`config.mk`:
```
export PLATFORM = sky130hd
export DESIGN_NAME = j4_mem_arb
export DESIGN_NICKNAME = d
export VERILOG_FILES = /design/src/rtl/j4_mem_arb.sv
export SDC_FILE = /design/constraint.sdc
export NUM_CORES = 1
export LEC_CHECK = 0
export ABC_AREA = 1
export CORE_ASPECT_RATIO = 0.7
export CORE_MARGIN = 4
export CORE_UTILIZATION = 40
export DETAILED_ROUTE_END_ITERATION = 12
export PLACE_DENSITY = 0.78
export SYNTH_ARGS = -nofsm -noshare
export SYNTH_HDL_FRONTEND = slang
export SYNTH_SLANG_ARGS = --single-unit
export TNS_END_PERCENT = 1
```
`constraint.sdc`:
```
create_clock -name clk -period 4.7 [get_ports clk]
set_input_delay 0.94 -clock clk [delete_from_list [all_inputs] [get_ports clk]]
set_output_delay 0.94 -clock clk [all_outputs]
set_load 0.03 [all_outputs]
```
`src/rtl/j4_mem_arb.sv`:
```
// Round-robin arbiter sharing one single-port synchronous RAM between the j4 data port (A)
// and the loader/debug port (B). Each transaction is held-request / one-cycle-ack.
module j4_mem_arb #(
    parameter int unsigned WIDTH  = 16,
    parameter int unsigned AWIDTH = 16
) (
    input  logic              clk,
    input  logic              rst,
    // Port A: j4 core
    input  logic              a_req,
    input  logic              a_we,
    input  logic [AWIDTH-1:0] a_addr,
    input  logic [WIDTH-1:0]  a_wdata,
    output logic              a_ack,
    output logic [WIDTH-1:0]  a_rdata,
    // Port B: loader/debug
    input  logic              b_req,
    input  logic              b_we,
    input  logic [AWIDTH-1:0] b_addr,
    input  logic [WIDTH-1:0]  b_wdata,
    output logic              b_ack,
    output logic [WIDTH-1:0]  b_rdata,
    // RAM side
    output logic              mem_en,
    output logic              mem_we,
    output logic [AWIDTH-1:0] mem_addr,
    output logic [WIDTH-1:0]  mem_wdata,
    input  logic [WIDTH-1:0]  mem_rdata,
    output logic              busy
);

    typedef enum logic [1:0] {
        StIdle,
        StAccess,
        StCapture,
        StResp
    } state_e;

    state_e              state_q, state_d;
    logic                win_q, win_d;    // 1: port B owns the transaction in flight
    logic                last_q, last_d;  // 1: port B was granted most recently
    logic                mem_en_q, mem_en_d;
    logic                mem_we_q, mem_we_d;
    logic [AWIDTH-1:0]   mem_addr_q, mem_addr_d;
    logic [WIDTH-1:0]    mem_wdata_q, mem_wdata_d;
    logic                a_ack_q, a_ack_d;
    logic                b_ack_q, b_ack_d;
    logic [WIDTH-1:0]    a_rdata_q, a_rdata_d;
    logic [WIDTH-1:0]    b_rdata_q, b_rdata_d;
    logic                grant_b;

    always_ff @(posedge clk or posedge rst) begin
        if (rst) begin
            state_q     <= StIdle;
            win_q       <= 1'b0;
            last_q      <= 1'b1;
            mem_en_q    <= 1'b0;
            mem_we_q    <= 1'b0;
            mem_addr_q  <= '0;
            mem_wdata_q <= '0;
            a_ack_q     <= 1'b0;
            b_ack_q     <= 1'b0;
            a_rdata_q   <= '0;
            b_rdata_q   <= '0;
        end else begin
            state_q     <= state_d;
            win_q       <= win_d;
            last_q      <= last_d;
            mem_en_q    <= mem_en_d;
            mem_we_q    <= mem_we_d;
            mem_addr_q  <= mem_addr_d;
            mem_wdata_q <= mem_wdata_d;
            a_ack_q     <= a_ack_d;
            b_ack_q     <= b_ack_d;
            a_rdata_q   <= a_rdata_d;
            b_rdata_q   <= b_rdata_d;
        end
    end

    always_comb begin
        state_d     = state_q;
        win_d       = win_q;
        last_d      = last_q;
        mem_en_d    = 1'b0;
        mem_we_d    = mem_we_q;
        mem_addr_d  = mem_addr_q;
        mem_wdata_d = mem_wdata_q;
        a_ack_d     = 1'b0;
        b_ack_d     = 1'b0;
        a_rdata_d   = a_rdata_q;
        b_rdata_d   = b_rdata_q;
        // On a tie the port not granted last time wins
        grant_b     = b_req & (~a_req | ~last_q);

        case (state_q)
            StIdle: begin
                if (a_req || b_req) begin
                    win_d       = grant_b;
                    last_d      = grant_b;
                    mem_en_d    = 1'b1;
                    mem_we_d    = grant_b ? b_we    : a_we;
                    mem_addr_d  = grant_b ? b_addr  : a_addr;
                    mem_wdata_d = grant_b ? b_wdata : a_wdata;
                    state_d     = StAccess;
                end
            end
            StAccess: begin
                if (mem_we_q) begin
                    a_ack_d = ~win_q;
                    b_ack_d = win_q;
                    state_d = StResp;
                end else begin
                    state_d = StCapture;
                end
            end
            StCapture: begin
                if (win_q) begin
                    b_rdata_d = mem_rdata;
                end else begin
                    a_rdata_d = mem_rdata;
                end
                a_ack_d = ~win_q;
                b_ack_d = win_q;
                state_d = StResp;
            end
            StResp: begin
                state_d = StIdle;
            end
            default: begin
                state_d = StIdle;
            end
        endcase
    end

    assign mem_en    = mem_en_q;
    assign mem_we    = mem_we_q;
    assign mem_addr  = mem_addr_q;
    assign mem_wdata = mem_wdata_q;
    assign a_ack     = a_ack_q;
    assign b_ack     = b_ack_q;
    assign a_rdata   = a_rdata_q;
    assign b_rdata   = b_rdata_q;
    assign busy      = (state_q != StIdle);

endmodule

```
# == Yosys cells after proc, flatten, opt, wreduce, memory -nomap -nowiden ==
# Index checks and enable logic that the tools add are counted.
# op_classes
n_addsub,0
multipliers,0
n_div,0
n_lt_le_gt_ge,0
n_eq_ne,4
shifts,0
mux,12
bitwise_logic,5
n_reduce_logical,6
# ops
cell,count
$mux 16,2
$pmux 2 s4,1
$mux 1,6
$reduce_and 2->1,3
$eq 2x2->1 const B,2
$pmux 1 s2,2
$not 1->1,3
$eq 2x1->1 const B,1
$logic_not 2->1,1
$mux 2,1
$ne 2x2->1 const B,1
$reduce_bool 2->1,1
$and 1x1->1,1
$logic_or 1x1->1,1
$or 1x1->1,1
# word_totals
register_bits,72
latchBits,0
mem_bits_rw,0
romBits,0
wordCells,38
mem_count,0

# == Depth between registers and ports, before layout ==
# logic_depth
ltp_word,4
ltp_mapped,8

# == Worst setup path before layout ==
# OpenSTA, ideal clock, no wires.
# synth_timing
kind,reg2out
start,reg state_q[0]
end,out busy
t_arrival_ps,829
required_ps,3760
setup_slack_ps,2931
stages_incl_launch_ff,4
n_path_buf,0
path_cell_list,dfrtp_1 > inv_1 > ha_1 > inv_2
# synth_between
elab_chain_cells,1
# synth_lines
element,line_no,text
from (decl),39,"state_e state_q, state_d;"
from (signal assigned),54,state_q <= StIdle;
from (signal assigned),66,state_q <= state_d;
$reduce_bool 2->1,143,assign busy = (state_q != StIdle);
to (decl),29,output logic busy
# No other way between the ends.

# == Final worst setup path ==
# Same ends and word-level chain as after synthesis.

==> flow_metrics.env <==
export IMPL_dieWidth_um=118
export IMPL_clockBufferDepth=2
export IMPL_ctsResizeCount=0
export IMPL_cts_setup_buffers=0
export IMPL_crit_chain="inv_1 > ha_1 > inv_2 > clkdlybuf4s50_1"
export IMPL_htreeDepth=3
export IMPL_slowest_delay_ns=0.71
export IMPL_synth_cell_types=18
export IMPL_vias=3249
export IMPL_drtPass1Iterations=4
export IMPL_clk_latency_ns=0.32
export IMPL_netlist_instances=435
export IMPL_tightest_slew_ns=0.944
export IMPL_netlist_area_um2=3400
export IMPL_crit_buf_inv=3
export IMPL_core_area_um2=8070
export IMPL_track_usage_pct=19.8
export IMPL_yosysSeqAreaShare_pct=53.0
export IMPL_min_period_ns=2.82
export IMPL_r2r_start="last_q$_DFFE_PP1P_"
export IMPL_crit_family="buffers and inverters"
export IMPL_antenna_cells=0
export IMPL_synthFlopType="dfrtp_1"
export IMPL_place_inst=670
export IMPL_placed_area_um2=4960
export IMPL_route_met3_wl_um=643
export IMPL_viasPerCell=4.74
export IMPL_fin_crit_sh_pct=60.0
export IMPL_final_max_slew_viol_count=0
export IMPL_fin_setup_tns_ns=0
export IMPL_hp_class="reg -> reg"
export IMPL_total_power_uw=3690
export IMPL_timing_rr_end="mem_wdata[4]$_DFFE_PP0P_"
export IMPL_rsz0062_at_grt="false"
export IMPL_final_area_um2=5240
export IMPL_critPathKind="reg -> out"
export IMPL_grt_pass1_wl_mm=16.4
export IMPL_place_detailed_hpwl_mm=6.98
export IMPL_synth_edf_count=0
export IMPL_wl_per_cell_um=14.4
export IMPL_min_to="mem_wdata[9]$_DFFE_PP0P_"
export IMPL_fmax_ghz=0.355
export IMPL_cp_end_kind="output port"
export IMPL_wl_met1_mm=4.54
export IMPL_worstPathMaxFanout=4
export IMPL_irDropWorstVdd_mv=0.388
export IMPL_max_cap_viol_count=0
export IMPL_wl_met2_mm=4.56
export IMPL_slew_headroom_pct=36.9
export IMPL_worstHoldStart="mem_wdata[9]$_DFFE_PP0P_"
export IMPL_hold_violations=0
export IMPL_clkSlewWorstSetupHoldPaths_ns=0.05
export IMPL_synth_seq_cells=72
export IMPL_fin_ws_ns=1.88
export IMPL_wirelength_mm=9.85
export IMPL_power_density_nw_per_um2=704
export IMPL_dieArea_um2=10100
export IMPL_cts_sinks=72
export IMPL_die_h_um=85.2
export IMPL_critical_path_startpoint_type="register"
export IMPL_grt_max_degree=42
export IMPL_syn_nets=524
export IMPL_synth_async_reset_ratio_pct=100
export IMPL_num_fill_cells=713
export IMPL_rr_worst_depth=5
export IMPL_drtAntennaViolNets=0
export IMPL_drc=0
export IMPL_start_util_pct=42.1
export IMPL_postCtsHoldBufs=0
export IMPL_layout_drive_gt1_share_pct=4.44
export IMPL_synth_avg_cell_area_um2=7.82
export IMPL_status="finished, final reports clean"
export IMPL_area_delta_synth_final_pct=54.0
export IMPL_clock_skew_ns=0.00870
export IMPL_synth_top_area_share_pct=52.2
export IMPL_nets=669
export IMPL_p_leak_uw=0.00271
export IMPL_crit_required_ns=3.76
export IMPL_yosys_warnings=0
export IMPL_synth_common_cells="nand2_1 (138), inv_1 (87), dfrtp_1 (71)"
export IMPL_gp_congestion=0.820
export IMPL_pre_cts_slack_ns=1.57
export IMPL_rows=27
export IMPL_routed_top_layer="met4"
export IMPL_stdcell_count=686
export IMPL_synth_most_common_cell="nand2_1"
export IMPL_setup_viol=0
export IMPL_yosysTopAreaCell="dfrtp_1"
export IMPL_arrival_ns=1.88
export IMPL_antenna_found_initial=0
export IMPL_port_buffers=154
export IMPL_drtIter0Drc=279
export IMPL_r2r_setup_slack_ns=2.69
export IMPL_cts_inserted_buffers=9
export IMPL_tritoncts="built"
export IMPL_synth_area_leaders="dfrtp_1 (52%), nand2_1 (15%), nand3_1 (9.9%), inv_1 (9.6%), o21ai_0 (5.3%)"
export IMPL_cts_root_buf="clkbuf_16"
export IMPL_whs_path_depth=2
export IMPL_grt_pass1_vias=3269
export IMPL_slowest_stage="clkdlybuf4s50_1"
export IMPL_grt_overflow_total=0
export IMPL_io_pins=155
[per-stage QoR]
| step | hold slack (ns) | utilization [%] |
|---|---|---|
| final | 0.477 | 64.9 |
| after global routing | 0.493 | 64.9 |
| after CTS | 0.481 | 64.9 |
| after detailed placement | 0.464 | 61.4 |
| after global placement | 0.439 | 61.4 |
| after floorplan | 0.432 | - |
[worst min-delay path, delay by kind of cell (launching register included)]
kind	cells	cell delay, ns
flip-flops	1	0.34
AND/OR/NAND/NOR	2	0.10
[where the power goes]
group	leakage, uW	switching (uW)	internal, uW	total (uW)
logic	0.00169	1180	756	1940
clock network	0.000136	272	362	634
registers	0.000881	179	937	1120
total	0.00271	1640	2050	3690
[worst max path at each step]
stage | slack, ns | cells past startpoint | from | endpoint
floorplan | 1.94 | 1 | rst | a_ack$_DFF_PP0_
global route | 1.75 | 6 | b_req | mem_wdata[13]$_DFFE_PP0P_
finish | 1.88 | 4 | state_q[0]$_DFFE_PP0P_ | busy
CTS | 1.86 | 4 | state_q[0]$_DFFE_PP0P_ | busy
detailed placement | 1.57 | 6 | b_req | mem_wdata[5]$_DFFE_PP0P_
global placement | 1.67 | 6 | b_req | mem_wdata[9]$_DFFE_PP0P_
[sequential cells by signal (all words and copies together), names as in the netlist, 2 cells and up]
signal and count:
a_rdata 16, b_rdata 16, mem_addr 16, mem_wdata 16, state_q 2
[routing by layer]
metal / up-vias / global-route usage (%)
li1: 1611 / -
met1: 1512 / 27.1
met2: 118 / 30.9
met3: 8 / 5.66
met4: 0 / 5.85
met5: - / 0
[layout by cell type, fill, tap and decap left out]
cell             instances
dfstp_2                  1
nand2_2                  2
ha_1                     3
nor3_1                   2
nand2_1                138
clkinv_2                 1
buf_4                    2
inv_1                   86
a21oi_1                  2
nor2_4                   1
inv_6                    1
dfrtp_1                 71
nand3_1                 67
nor2_8                   1
clkinvlp_4               1
inv_2                    2
clkinv_4                 4
clkdlybuf4s50_1        154
o21ai_0                 36
inv_4                    1
clkbuf_16                9
[layout make-up]
cell class              count  area (um^2)  share of cell area (%)
flip-flops and latches     72         1800                    34.4
multi-input cells         252         1130                    21.7
clock inverters             7         56.3                    1.07
repair buffers            156         1560                    29.7
inverters                  89          337                    6.42
clock buffers               9          225                    4.30
well taps                 101          126                    2.41
[cell families (layout without fill, tap and decap cells)]
kind of cell | after synthesis | in the layout | synth area share, %
AOI/OAI and AO/OA | 38 | 38 | 5.59
adders and majority gates | 3 | 3 | 1.10
buffers and inverters | 111 | 261 | 13.6
DFF | 72 | 72 | 53.0
and+or+nand+nor | 211 | 211 | 26.7
Power figures use the tool's default switching activity.
==> RTL change 1, RTL diff (same flow settings) <==
Change the parameter `AWIDTH` from 16 to 32.
--- a/src/rtl/j4_mem_arb.sv
+++ b/src/rtl/j4_mem_arb.sv
@@ -2,7 +2,7 @@
 // and the loader/debug port (B). Each transaction is held-request / one-cycle-ack.
 module j4_mem_arb #(
     parameter int unsigned WIDTH  = 16,
-    parameter int unsigned AWIDTH = 16
+    parameter int unsigned AWIDTH = 32
 ) (
     input  logic              clk,
     input  logic              rst,
Interface: changed (resized a_addr, b_addr and mem_addr); port bits go from 155 to 203. The function was not compared with the original's and may differ.
==> RTL change 1 against the original RTL <==
  * Wire length rose by 29%
  * Sequential share of layout area decreased by 1.3 points
  * Area after synthesis grew 26%
  * Worst setup slack better by 0.0052 ns
  * Hold slack worse by 0.015 ns
  * Sequential cell count up 16
  * Global-route usage increased by 0.38 points
  * Power rose by 24%
  * Combinational power rose by 26%
  * Design area grew 27%
  * First-iteration DRC count is 33% lower
  * Cell count is 30% higher
  * Clock power grew 19%
  * Largest power group unchanged
==> RTL change 1: results (changes against the original RTL) <==
SYNTH_FP_NETS=694  # was 524
DP_HPWL_UM=9381  # was 6977 um
POST_SYNTH_MOST_FREQUENT_CELLS='187 x nand2_1, 119 x inv_1, 99 x nand3_1, 87 x dfrtp_1, 36 x o21ai_0'  # was 138 x nand2_1, 87 x inv_1, 71 x dfrtp_1, 67 x nand3_1, 36 x o21ai_0
FILLER_CELL_COUNT=887  # was 713
POWER.SHARE.CLOCK_PCT=16.5  # was 17.2%
DESIGN.FINAL.NETS=879  # was 669
DRT_ITER0_DRC=186  # was 279
DETAILROUTE.VIA_COUNT=4179  # was 3,249
NFLOPSANDLATCHES=88  # was 72
FLOW.AREA_GROWTH_FROM_SYNTHESIS_PCT=55.44  # was 53.99%
SWITCHING_SHARE_PCT=43.93  # was 44.32%
GLOBALROUTEMET2UTIL_PCT=35.03  # was 30.95%
MET1WIRELENGTH_UM=5610  # was 4540 um
STATUS='finished, final reports clean'  # unchanged
SKEW_NS=0.004865  # was 0.008702 ns
POST_DRT_VIA_CELL_RATIO=4.669  # was 4.736
FINAL.SIGNAL_BUFFER_COUNT=206  # was 156
SYNTH.DISTINCT_CELLS=17  # was 18
FIRST_GLOBAL_VIAS=4207  # was 3,269
WL_MET3_UM=837  # was 643 um
CLOCK_POWER_W=0.000756  # was 0.000634 W
LAYOUT.CLOCK_BUFFERS=10  # was 9
NONCLOCKINVERTERCOUNT=121  # was 89
PLACE_AREA_UM2=6332  # was 4957 um2
SLEW_HEADROOM_PCT=35.01  # was 36.88%
GRT_USE_TOTAL_PCT=20.22  # was 19.83%
SEQ_AREA_FRAC_SYNTH_PCT=51.49  # was 53.00%
PRECTSSETUPSLACK_NS=1.820  # was 1.574 ns
==> RTL change 1: cell types whose count changed after synthesis, moves of 4 or more <==
cell,unedited run,this run
nand2_1,138,187
inv_1,87,119
nand3_1,67,99
dfrtp_1,71,87
clkbuf_1,5,15
buf_2,6,10
buf_4,10,6
==> RTL change 1: final timing paths <==
check	startpoint	to	slack [ns]	cells after the start
worst max-delay path	state_q[0]	busy	1.89	4
worst min-delay path	win_q	a_ack	0.46	1
worst max register to register	state_q[0]	mem_addr[20]	2.51	7
worst min register to register	win_q	a_ack	0.46	1
max in group asynchronous	rst	a_rdata[14]	2.66	3
min in group asynchronous	rst	a_rdata[9]	1.11	2
==> RTL change 1: logic make-up after synthesis <==
group                      after synthesis  synth area share, %
and+or+nand+nor                        291                28.77
buffers and inverters                  153                14.42
DFF                                     88                51.49
AOI/OAI and AO/OA                       38                4.444
adders and majority gates                3               0.8773
==> RTL change 2, RTL diff (same flow settings) <==
Without the edit above. Make the reset (`rst`) synchronous in one clocked block.
--- a/src/rtl/j4_mem_arb.sv
+++ b/src/rtl/j4_mem_arb.sv
@@ -49,7 +49,7 @@
     logic [WIDTH-1:0]    b_rdata_q, b_rdata_d;
     logic                grant_b;
 
-    always_ff @(posedge clk or posedge rst) begin
+    always_ff @(posedge clk) begin
         if (rst) begin
             state_q     <= StIdle;
             win_q       <= 1'b0;
Check against the original RTL: differs if rst is asserted again (counterexample within 4 cycles, from zero or initial values and one cycle with rst high); with rst held inactive, the same outputs for 10 cycles.
==> RTL change 2 against the original RTL <==
  * Worst setup slack gained 0.034 ns
  * Sequential cell count stayed put
  * Largest power group unchanged
  * Design area decreased by 4.7%
  * Power decreased by 20%
  * Wire length down 1.1%
  * Hold slack better by 0.0058 ns
  * Area after synthesis fell by 6.7%
  * Largest cell class is now buffers
  * Register-to-register slack hardly changed
==> RTL change 2: results (changes against the original RTL) <==
GLOBAL_ROUTE.USAGE.MET3_PCT=7.210  # was 5.663%
GRTUSAGEMET1_PCT=25.23  # was 27.08%
FIRST_GLOBAL_VIAS=3284  # was 3,269
HOLD_START='a_rdata[14]'  # was mem_wdata[9]
FLOORPLAN.CORE_AREA_UM2=7515  # was 8074 um2
SEQ_AREA_FRAC_SYNTH_PCT=45.43  # was 53.00%
MAX_SLEW.WORST_PIN.SLEW_NS=1.043  # was 0.9445 ns
GRT_START_MAX_NET_PINS=69  # was 42
GLOBALPLACE.CONGESTION=0.8211  # was 0.8200
DP_HPWL_UM=6884  # was 6977 um
MEAN_INSTANCE_SIZE_IN_THE_SYNTHESIZED_NETLIST_UM2=7.294  # was 7.821 um2
SWITCHING_SHARE_PCT=39.48  # was 44.32%
NUMBER_OF_SETUP_BUFFERS_ADDED_AFTER_CTS=0  # unchanged
GRT_USE_TOTAL_PCT=20.84  # was 19.83%
SYNTH_FP_NETS=525  # was 524
DESIGN.FINAL.NETS=660  # was 669
PLACE_AREA_UM2=4669  # was 4957 um2
WIRE_LENGTH_OF_THE_FIRST_GLOBAL_ROUTING_PASS_UM=15670  # was 16,380 um
POSTSYNTH.TOPFLOPCELL='dfxtp_1'  # was dfrtp_1
SYNTH_TOP_CELLS_BY_AREA='dfxtp_1 45%, nor2_1 15%, o21ai_0 8.7%'  # was dfrtp_1 52%, nand2_1 15%, nand3_1 9.9%
ASYNC_S_R_FF_SHARE_SYNTH_PCT=0  # was 100.0%
FINALWIRELENGTH_UM=9745  # was 9851 um
GLOBALROUTEMET2UTIL_PCT=35.54  # was 30.95%
STATIC-LEAKAGE-POWER_nW=1.981  # was 2.707 nW
INITIAL_ANTENNA_VIOLATION_COUNT=0  # unchanged
MAX-VDD-IR-DROP_uV=270.3  # was 387.9 uV
STATUS='finished, final reports clean'  # unchanged
SYNTH.DISTINCT_CELLS=20  # was 18
WORSTPATHARRIVAL_NS=1.85  # was 1.88 ns
DRT_ITER0_DRC=141  # was 279
DRIVE_GT1_SHARE_PCT=4.000  # was 4.444%
RTL change 2: cell type report:
class / count / area (um2) / share of cell area [%]
timing repair buffer: 156 / 1551 / 31.08
clock buffer: 11 / 242.7 / 4.862
inverter: 9 / 33.78 / 0.6767
sequential: 72 / 1441 / 28.87
multi-input combinational: 322 / 1520 / 30.45
clock inverter: 5 / 80.08 / 1.604
tap: 98 / 122.6 / 2.456
RTL change 2: power by group through the flow:
stage / combinational (W) / clock (W) / sequential (W)
5_1_grt: 0.00146 / 0.000772 / 0.000909
4_1_cts: 0.00134 / 0.000745 / 0.000886
3_3_place_gp: 0.00130 / 0 / 0.000890
2_1_floorplan: 0.000536 / 0 / 0.00120
3_5_place_dp: 0.00133 / 0 / 0.000893
6_report: 0.00133 / 0.000734 / 0.000887
RTL change 2: cells by family after synthesis:
kind of cell	share of synthesized area, %
AO/OA/AOI/OAI	18.93
buffers and inverters	6.743
AND/OR/NAND/NOR	27.33
flip-flops	45.43
adder cells (fa/ha/maj)	1.577
RTL change 2: worst paths after layout:
kind | slack (ns) | endpoint | cells past startpoint
min reg2reg | 0.48 | a_rdata[14] | 2
max reg2reg | 2.69 | b_rdata[9] | 6
min | 0.48 | a_rdata[14] | 2
max | 1.91 | busy | 4
RTL change 2: stage by stage:
step,total power [W],util (%)
after floorplan,0.001740,-
after global placement,0.002192,62.14
after detailed placement,0.002223,62.14
after CTS,0.002968,66.43
after global routing,0.003136,66.43
final,0.002949,66.43
RTL change 2: per-layer routing:
| layer | wire (um) | vias to the layer above |
|---|---|---|
| li1 | - | 1696 |
| met1 | 4154 | 1512 |
| met2 | 4694 | 115 |
| met3 | 741 | 14 |
| met4 | 155 | 0 |
| met5 | 0 | - |
